**src/rtl/rx_frame_pkg.sv**
```systemverilog
// Shared definitions for the UART frame receiver.
//   - rx_state_e : parser state encoding (HDR=0, LEN=1, PAY=2, CHK=3)
//   - ERR_*      : frame error cause codes driven on err_code
//   - *_DEFAULT  : default parameter values for the frame controller
//   - width_for  : bits needed to hold the values 0..n-1 (never less than 1)
package rx_frame_pkg;

  typedef enum logic [1:0] {
    StHdr = 2'd0,
    StLen = 2'd1,
    StPay = 2'd2,
    StChk = 2'd3
  } rx_state_e;

  localparam logic [1:0] ERR_LEN = 2'b01;
  localparam logic [1:0] ERR_CHK = 2'b10;
  localparam logic [1:0] ERR_TMO = 2'b11;

  localparam logic [7:0]  HEADER_DEFAULT  = 8'hA5;
  localparam int unsigned MAX_LEN_DEFAULT = 16;
  localparam int unsigned TIMEOUT_DEFAULT = 50000;

  function automatic int unsigned width_for(input int unsigned n);
    return (n > 1) ? $clog2(n) : 1;
  endfunction

endpackage

```
**src/rtl/rx_frame_ctrl_module_if.sv**
```systemverilog
// Byte-in / payload-out bundle of the frame controller.
//   enable, rx_done, rx_data           : from the byte receiver side (into the controller)
//   rx_en_sig                          : enable back to the byte receiver
//   pay_valid, pay_data, pay_index     : payload byte stream to the command decoder
//   frame_done, frame_err, err_code    : per-frame status
// The slave modport is the controller's view; master is its environment.
interface rx_frame_ctrl_module_if
  import rx_frame_pkg::*;
#(
  parameter int unsigned MAX_LEN = MAX_LEN_DEFAULT
) ();

  localparam int unsigned IdxW = width_for(MAX_LEN);

  logic            enable;
  logic            rx_done;
  logic [7:0]      rx_data;
  logic            rx_en_sig;
  logic            pay_valid;
  logic [7:0]      pay_data;
  logic [IdxW-1:0] pay_index;
  logic            frame_done;
  logic            frame_err;
  logic [1:0]      err_code;

  modport master (
    output enable,
    output rx_done,
    output rx_data,
    input  rx_en_sig,
    input  pay_valid,
    input  pay_data,
    input  pay_index,
    input  frame_done,
    input  frame_err,
    input  err_code
  );

  modport slave (
    input  enable,
    input  rx_done,
    input  rx_data,
    output rx_en_sig,
    output pay_valid,
    output pay_data,
    output pay_index,
    output frame_done,
    output frame_err,
    output err_code
  );

endinterface

```
**src/rtl/rx_gap_timer_module.sv**
```systemverilog
// Inter-byte gap timer.
//   clk, rst_n : clock, asynchronous active-low reset
//   i_clr      : force the count to zero (byte accepted / parser idle / receiver disabled)
//   i_run      : count one per cycle while a frame is in progress
//   o_expire   : combinational pulse in the last allowed idle cycle (count == TIMEOUT_CYC-1)
// A clear in the same cycle masks the pulse, so a byte landing on the expiry cycle wins.
module rx_gap_timer_module
  import rx_frame_pkg::*;
#(
  parameter int unsigned TIMEOUT_CYC = TIMEOUT_DEFAULT
) (
  input  logic clk,
  input  logic rst_n,
  input  logic i_clr,
  input  logic i_run,
  output logic o_expire
);

  localparam int unsigned     TmrW    = width_for(TIMEOUT_CYC);
  localparam logic [TmrW-1:0] TmrLast = TmrW'(TIMEOUT_CYC - 1);

  logic [TmrW-1:0] r_timer;

  assign o_expire = i_run && !i_clr && (r_timer == TmrLast);

  always_ff @(posedge clk or negedge rst_n) begin
    if (!rst_n) begin
      r_timer <= '0;
    end else if (i_clr) begin
      r_timer <= '0;
    end else if (i_run && (r_timer != TmrLast)) begin
      // Saturate: the parser leaves the frame on expiry, which clears us next cycle.
      r_timer <= r_timer + 1'b1;
    end
  end

endmodule

```
**src/rtl/rx_frame_ctrl_module.sv**
```systemverilog
// Frame controller between the UART byte receiver and the command decoder.
// Parses HEADER, LEN, payload[LEN], CHK frames from the rx_done/rx_data byte stream,
// streams payload bytes with their index, and reports frame success or an error cause.
//   clk, rst_n : clock, asynchronous active-low reset
//   bus        : rx_frame_ctrl_module_if.slave (byte input, payload output, status)
// All outputs are registered: each response appears the cycle after the accepting edge.
// CHK is the XOR of the LEN byte and every payload byte; HEADER is not included.
module rx_frame_ctrl_module
  import rx_frame_pkg::*;
#(
  parameter logic [7:0]  HEADER      = HEADER_DEFAULT,
  parameter int unsigned MAX_LEN     = MAX_LEN_DEFAULT,
  parameter int unsigned TIMEOUT_CYC = TIMEOUT_DEFAULT
) (
  input logic                  clk,
  input logic                  rst_n,
  rx_frame_ctrl_module_if.slave bus
);

  localparam int unsigned IdxW    = width_for(MAX_LEN);
  localparam logic [7:0]  MaxLenB = 8'(MAX_LEN);

  rx_state_e       r_state, w_state_d;
  logic [7:0]      r_len, w_len_d;
  logic [IdxW-1:0] r_cnt, w_cnt_d;
  logic [7:0]      r_chk, w_chk_d;

  logic            r_rx_en;
  logic            r_pay_valid, w_pay_valid_d;
  logic [7:0]      r_pay_data, w_pay_data_d;
  logic [IdxW-1:0] r_pay_index, w_pay_index_d;
  logic            r_frame_done, w_frame_done_d;
  logic            r_frame_err, w_frame_err_d;
  logic [1:0]      r_err_code, w_err_code_d;

  logic            w_accept;
  logic            w_expire;
  logic            w_tmr_clr;
  logic            w_tmr_run;
  logic [7:0]      w_cnt_ext;

  assign w_accept  = bus.rx_done && bus.enable;
  assign w_tmr_run = (r_state != StHdr);
  // Disabling also clears, so a disabled cycle can never raise a timeout.
  assign w_tmr_clr = w_accept || !w_tmr_run || !bus.enable;
  assign w_cnt_ext = 8'(r_cnt);

  rx_gap_timer_module #(
    .TIMEOUT_CYC (TIMEOUT_CYC)
  ) u_gap_timer (
    .clk      (clk),
    .rst_n    (rst_n),
    .i_clr    (w_tmr_clr),
    .i_run    (w_tmr_run),
    .o_expire (w_expire)
  );

  always_comb begin
    w_state_d      = r_state;
    w_len_d        = r_len;
    w_cnt_d        = r_cnt;
    w_chk_d        = r_chk;
    w_pay_valid_d  = 1'b0;
    w_pay_data_d   = r_pay_data;
    w_pay_index_d  = r_pay_index;
    w_frame_done_d = 1'b0;
    w_frame_err_d  = 1'b0;
    w_err_code_d   = r_err_code;

    if (!bus.enable) begin
      // Silent abort: no status pulse.
      w_state_d = StHdr;
    end else if (w_expire) begin
      w_frame_err_d = 1'b1;
      w_err_code_d  = ERR_TMO;
      w_state_d     = StHdr;
    end else if (w_accept) begin
      unique case (r_state)
        StHdr: begin
          // Non-header bytes are dropped without any report.
          if (bus.rx_data == HEADER) begin
            w_state_d = StLen;
          end
        end
        StLen: begin
          if ((bus.rx_data == 8'd0) || (bus.rx_data > MaxLenB)) begin
            w_frame_err_d = 1'b1;
            w_err_code_d  = ERR_LEN;
            w_state_d     = StHdr;
          end else begin
            w_len_d   = bus.rx_data;
            w_chk_d   = bus.rx_data;
            w_cnt_d   = '0;
            w_state_d = StPay;
          end
        end
        StPay: begin
          w_pay_valid_d = 1'b1;
          w_pay_data_d  = bus.rx_data;
          w_pay_index_d = r_cnt;
          w_chk_d       = r_chk ^ bus.rx_data;
          w_cnt_d       = r_cnt + 1'b1;
          if (w_cnt_ext == (r_len - 8'd1)) begin
            w_state_d = StChk;
          end
        end
        StChk: begin
          if (bus.rx_data == r_chk) begin
            w_frame_done_d = 1'b1;
          end else begin
            w_frame_err_d = 1'b1;
            w_err_code_d  = ERR_CHK;
          end
          w_state_d = StHdr;
        end
        default: w_state_d = StHdr;
      endcase
    end
  end

  always_ff @(posedge clk or negedge rst_n) begin
    if (!rst_n) begin
      r_state <= StHdr;
      r_len   <= '0;
      r_cnt   <= '0;
      r_chk   <= '0;
    end else begin
      r_state <= w_state_d;
      r_len   <= w_len_d;
      r_cnt   <= w_cnt_d;
      r_chk   <= w_chk_d;
    end
  end

  always_ff @(posedge clk or negedge rst_n) begin
    if (!rst_n) begin
      r_rx_en      <= 1'b0;
      r_pay_valid  <= 1'b0;
      r_pay_data   <= '0;
      r_pay_index  <= '0;
      r_frame_done <= 1'b0;
      r_frame_err  <= 1'b0;
      r_err_code   <= '0;
    end else begin
      r_rx_en      <= bus.enable;
      r_pay_valid  <= w_pay_valid_d;
      r_pay_data   <= w_pay_data_d;
      r_pay_index  <= w_pay_index_d;
      r_frame_done <= w_frame_done_d;
      r_frame_err  <= w_frame_err_d;
      r_err_code   <= w_err_code_d;
    end
  end

  assign bus.rx_en_sig  = r_rx_en;
  assign bus.pay_valid  = r_pay_valid;
  assign bus.pay_data   = r_pay_data;
  assign bus.pay_index  = r_pay_index;
  assign bus.frame_done = r_frame_done;
  assign bus.frame_err  = r_frame_err;
  assign bus.err_code   = r_err_code;

endmodule

```
**src/flat_wrapper.sv**
```systemverilog
// flat-port wrapper written by rule: the top's interface ports become plain ports
module rx_frame_ctrl_module_flat import rx_frame_pkg::*;
#(
  parameter logic [7:0]  HEADER      = HEADER_DEFAULT,
  parameter int unsigned MAX_LEN     = MAX_LEN_DEFAULT,
  parameter int unsigned TIMEOUT_CYC = TIMEOUT_DEFAULT
)
  (clk, rst_n, bus_enable, bus_rx_done, bus_rx_data, bus_rx_en_sig, bus_pay_valid, bus_pay_data, bus_pay_index, bus_frame_done, bus_frame_err, bus_err_code);
  rx_frame_ctrl_module_if #(.MAX_LEN(MAX_LEN)) bus_i ();
  input logic clk;
  input logic rst_n;
  input wire logic [$bits(bus_i.enable)-1:0] bus_enable;
  input wire logic [$bits(bus_i.rx_done)-1:0] bus_rx_done;
  input wire logic [$bits(bus_i.rx_data)-1:0] bus_rx_data;
  output wire logic [$bits(bus_i.rx_en_sig)-1:0] bus_rx_en_sig;
  output wire logic [$bits(bus_i.pay_valid)-1:0] bus_pay_valid;
  output wire logic [$bits(bus_i.pay_data)-1:0] bus_pay_data;
  output wire logic [$bits(bus_i.pay_index)-1:0] bus_pay_index;
  output wire logic [$bits(bus_i.frame_done)-1:0] bus_frame_done;
  output wire logic [$bits(bus_i.frame_err)-1:0] bus_frame_err;
  output wire logic [$bits(bus_i.err_code)-1:0] bus_err_code;
  assign bus_i.enable = bus_enable;
  assign bus_i.rx_done = bus_rx_done;
  assign bus_i.rx_data = bus_rx_data;
  assign bus_rx_en_sig = bus_i.rx_en_sig;
  assign bus_pay_valid = bus_i.pay_valid;
  assign bus_pay_data = bus_i.pay_data;
  assign bus_pay_index = bus_i.pay_index;
  assign bus_frame_done = bus_i.frame_done;
  assign bus_frame_err = bus_i.frame_err;
  assign bus_err_code = bus_i.err_code;
  rx_frame_ctrl_module #(.HEADER(HEADER), .MAX_LEN(MAX_LEN), .TIMEOUT_CYC(TIMEOUT_CYC)) u_core (.clk(clk), .rst_n(rst_n), .bus(bus_i));
endmodule
```
**config.mk**
```make
export PLATFORM = sky130hd
export DESIGN_NAME = rx_frame_ctrl_module_flat
export DESIGN_NICKNAME = d
export VERILOG_FILES = /design/src/rtl/rx_frame_pkg.sv /design/src/rtl/rx_frame_ctrl_module_if.sv /design/src/rtl/rx_gap_timer_module.sv /design/src/rtl/rx_frame_ctrl_module.sv /design/src/flat_wrapper.sv
export SDC_FILE = /design/constraint.sdc
export NUM_CORES = 1
export LEC_CHECK = 0
export CAP_MARGIN = 40
export CORE_MARGIN = 2
export CORE_UTILIZATION = 55
export CTS_CLUSTER_DIAMETER = 200
export DETAILED_ROUTE_END_ITERATION = 10
export PLACE_DENSITY = 0.78
export SETUP_SLACK_MARGIN = 0.4
export SYNTH_ARGS = -nofsm -noshare
export SYNTH_HDL_FRONTEND = slang
export SYNTH_SLANG_ARGS = --single-unit
```
**constraint.sdc**
```tcl
create_clock -name clk -period 4 [get_ports clk]
set_input_delay 0.4 -clock clk [delete_from_list [all_inputs] [get_ports clk]]
set_output_delay 0.4 -clock clk [all_outputs]
set_load 0.03 [all_outputs]
```
==> results.cfg <==
[run_status]
status = complete, no violations

[sta]
setup_viol = 0
fin_crit_sh_pct = 61.07
slew-limit-headroom_pct = 52.99
clock_skew_ns = 0.005539
period_needed_ns = 2.443
slew_violations = 0
rsz0062_at_grt = false
setup_tns_ns = 0
worst_pin_slew_ns = 0.7031
fmax_ghz = 0.4094
hold_violations = 0

[drt]
drtIter0Drc = 214
routed_wl_mm = 5.298
firstDrtPassIters = 4
vias = 2089
drc = 0
routedWlPerCell_um = 13.83
avgViaCountPerCell = 5.454
detail-route-antenna-nets = 0

[die]
die_w_um = 75.88
num_rows = 26
die_h_um = 75.88
die_area_um2 = 5757
coreArea_um2 = 5042
ios = 30
initial_core_util_pct = 56.35

[clock_network]
cts_tree = built
cts_hold_buf = 0
cts.htree.levels = 2
clk_pin_slew_worst_paths_ns = 0.09
cts_root_buf = clkbuf_8
ctsResizeCount = 0
postCtsSetupBuffers = 0
cts_num_sinks = 56
clk_latency_ns = 0.31
cts_buffers = 5
cts_buffer_depth = 2

[grt]
grt_pass1_wl_mm = 8.887
grt_pass1_vias = 1875
grtUsageTotal_pct = 20.67
overflow = 0
grt_max_degree = 57
antenna_found_initial = 0

[critical_path]
crit_fanout = 23
critPathKind = in2reg
cp-start-kind = primary input
endpoint_kind = flip-flop
crit_arrival_ns = 2.65
r2r_end = u_core.r_cnt[3]
reg2reg_depth = 6
crit_required_ns = 4.20
crit_start = bus_rx_done
reg2reg_slack_ns = 1.76
r2r_start = u_core.r_state[0]
crit_path_end = u_core.r_cnt[3]

[yosys]
syn-num-nets = 306
yosysWarnings = 0
ys_types = 45
synth.cell_area_um2 = 2841
syn_avg_cell_area_um2 = 9.765
synthesis.instances = 291
yosysSeqAreaShare_pct = 49.32
ys_ff_latch = 56

[power_and_ir_drop]
p_leak_nw = 1.496
peakVddDrop_mv = 0.2194
p_per_area_nw_per_um2 = 287.5
fin_total_pwr_mw = 0.9267

[final_layout]
area_growth_pct = 13.43
final_cell_mix = dfrtp_1 (56), nand2_1 (53), clkdlybuf4s50_1 (28), xor2_1 (25), nor2_1 (24)
layout_commonest_cell = dfrtp_1
nNetsFinal = 327
layout-drive-gt1-share_pct = 8.307
antennaDiodeCount = 0

[place]
gp_congestion = 0.7892
placement.io_buffers = 29
hpwl_mm = 3.725

[run]
max_cap_violations = 0

[min_path]
min_path_type = in2async
==> worst min-delay path by stage <==
stage | to | start | slack [ns]
2_1_floorplan | u_core.bus.err_code[0] | rst_n | 0.10
3_3_place_gp | u_core.bus.pay_index[1] | u_core.bus.pay_index[1] | 0.46
3_5_place_dp | u_core.bus.pay_data[4] | u_core.bus.pay_data[4] | 0.46
4_1_cts | u_core.bus.pay_data[2] | rst_n | 0.23
5_1_grt | u_core.bus.pay_data[2] | rst_n | 0.28
6_report | u_core.bus.pay_data[2] | rst_n | 0.20
==> area by class of cell <==
type | count | area [µm²]
repair buffers | 30 | 292.8
flip-flops and latches | 56 | 1401
inverters | 5 | 18.77
multi-input cells | 214 | 1330
well taps | 70 | 87.58
fillers | 416 | 1819
clock buffers | 6 | 82.58
clock inverters | 2 | 10.01
==> synthesized netlist by cell type (all sizes together) <==
cell,count,share of area [%]
dfrtp,56,49
a21boi,4,1.1
a31oi,2,0.44
xor2,25,7.7
inv,5,0.66
nor2,24,3.2
o2111ai,1,0.31
nor3,4,0.70
o211a,1,0.35
and2,6,1.3
nor4b,2,0.62
a21o,1,0.26
and3b,1,0.31
nand2b,1,0.22
and3,2,0.44
ha,3,1.3
a21oi,11,1.9
clkbuf,5,0.66
mux2i,1,0.35
nor3b,1,0.26
buf,11,2.6
or4,1,0.26
and4,1,0.31
nand2,53,7.0
nor4,6,2.1
or4b,1,0.35
nand3b,2,0.66
o21ai,8,1.4
nor2b,3,0.66
o221a,3,1.2
mux2,5,2.4
nand4,11,2.6
nand3,20,3.7
or2,1,0.22
xnor2,6,1.8
and4bb,3,1.3
==> metal layers <==
metal / up-vias / GRT usage (%) / wire (µm)
met5: - / 0 / 0
met4: 0 / 6.238 / 80
met3: 9 / 5.291 / 193
met2: 39 / 28.54 / 2291
met1: 1003 / 31.95 / 2732
li1: 1038 / - / -
==> metrics by stage <==
| step | util [%] | hold WS, ns | setup slack (ns) | instance area [µm²] | cells |
|---|---|---|---|---|---|
| CTS | 63.92 | 0.2278 | 1.542 | 3223 | 383 |
| finish | 63.92 | 0.2036 | 1.557 | 3223 | 383 |
| detailed placement | 62.08 | 0.4637 | 1.213 | 3131 | 375 |
| floorplan | - | 0.1044 | 2.228 | 2841 | 291 |
| global placement | 62.08 | 0.4641 | 1.258 | 3131 | 375 |
| global route | 63.92 | 0.2761 | 1.359 | 3223 | 383 |
==> worst max-delay path: stages <==
cell and delay, ns:
clkdlybuf4s50_1 0.53, nor2b_1 0.26, nand3_2 0.35, inv_1 0.60
nand4_1 0.19, xnor2_1 0.15, and2_1 0.15
==> power breakdown <==
part           switching [mW]  leakage [nW]  internal [mW]  total (mW)
Clock                   0.176        0.0510          0.139       0.315
Combinational          0.0288         0.669         0.0164      0.0452
Sequential           0.000319         0.775          0.566       0.567
Total                   0.205          1.50          0.721       0.927
==> cell families after synthesis <==
logic type / after synthesis / synth area share [%]
DFF: 56 / 49.32
muxes: 6 / 2.730
and+or+nand+nor: 143 / 26.24
xor gates and xnor gates: 31 / 9.555
buffers and inverters: 21 / 3.875
AOI/OAI and AO/OA: 31 / 6.957
adders and majority gates: 3 / 1.321
==> registers in the layout, indices dropped and copies added (netlist names) <==
name and cells:
u_core.bus.pay_valid 1, u_core.bus.err_code 2, u_core.bus.frame_err 1, u_core.r_chk 8, u_core.r_len 8, u_core.u_gap_timer.r_timer 16, u_core.bus.rx_en_sig 1, u_core.bus.frame_done 1
u_core.bus.pay_index 4, u_core.r_state 2, u_core.bus.pay_data 8, u_core.r_cnt 4
Power figures use the tool's default switching activity.
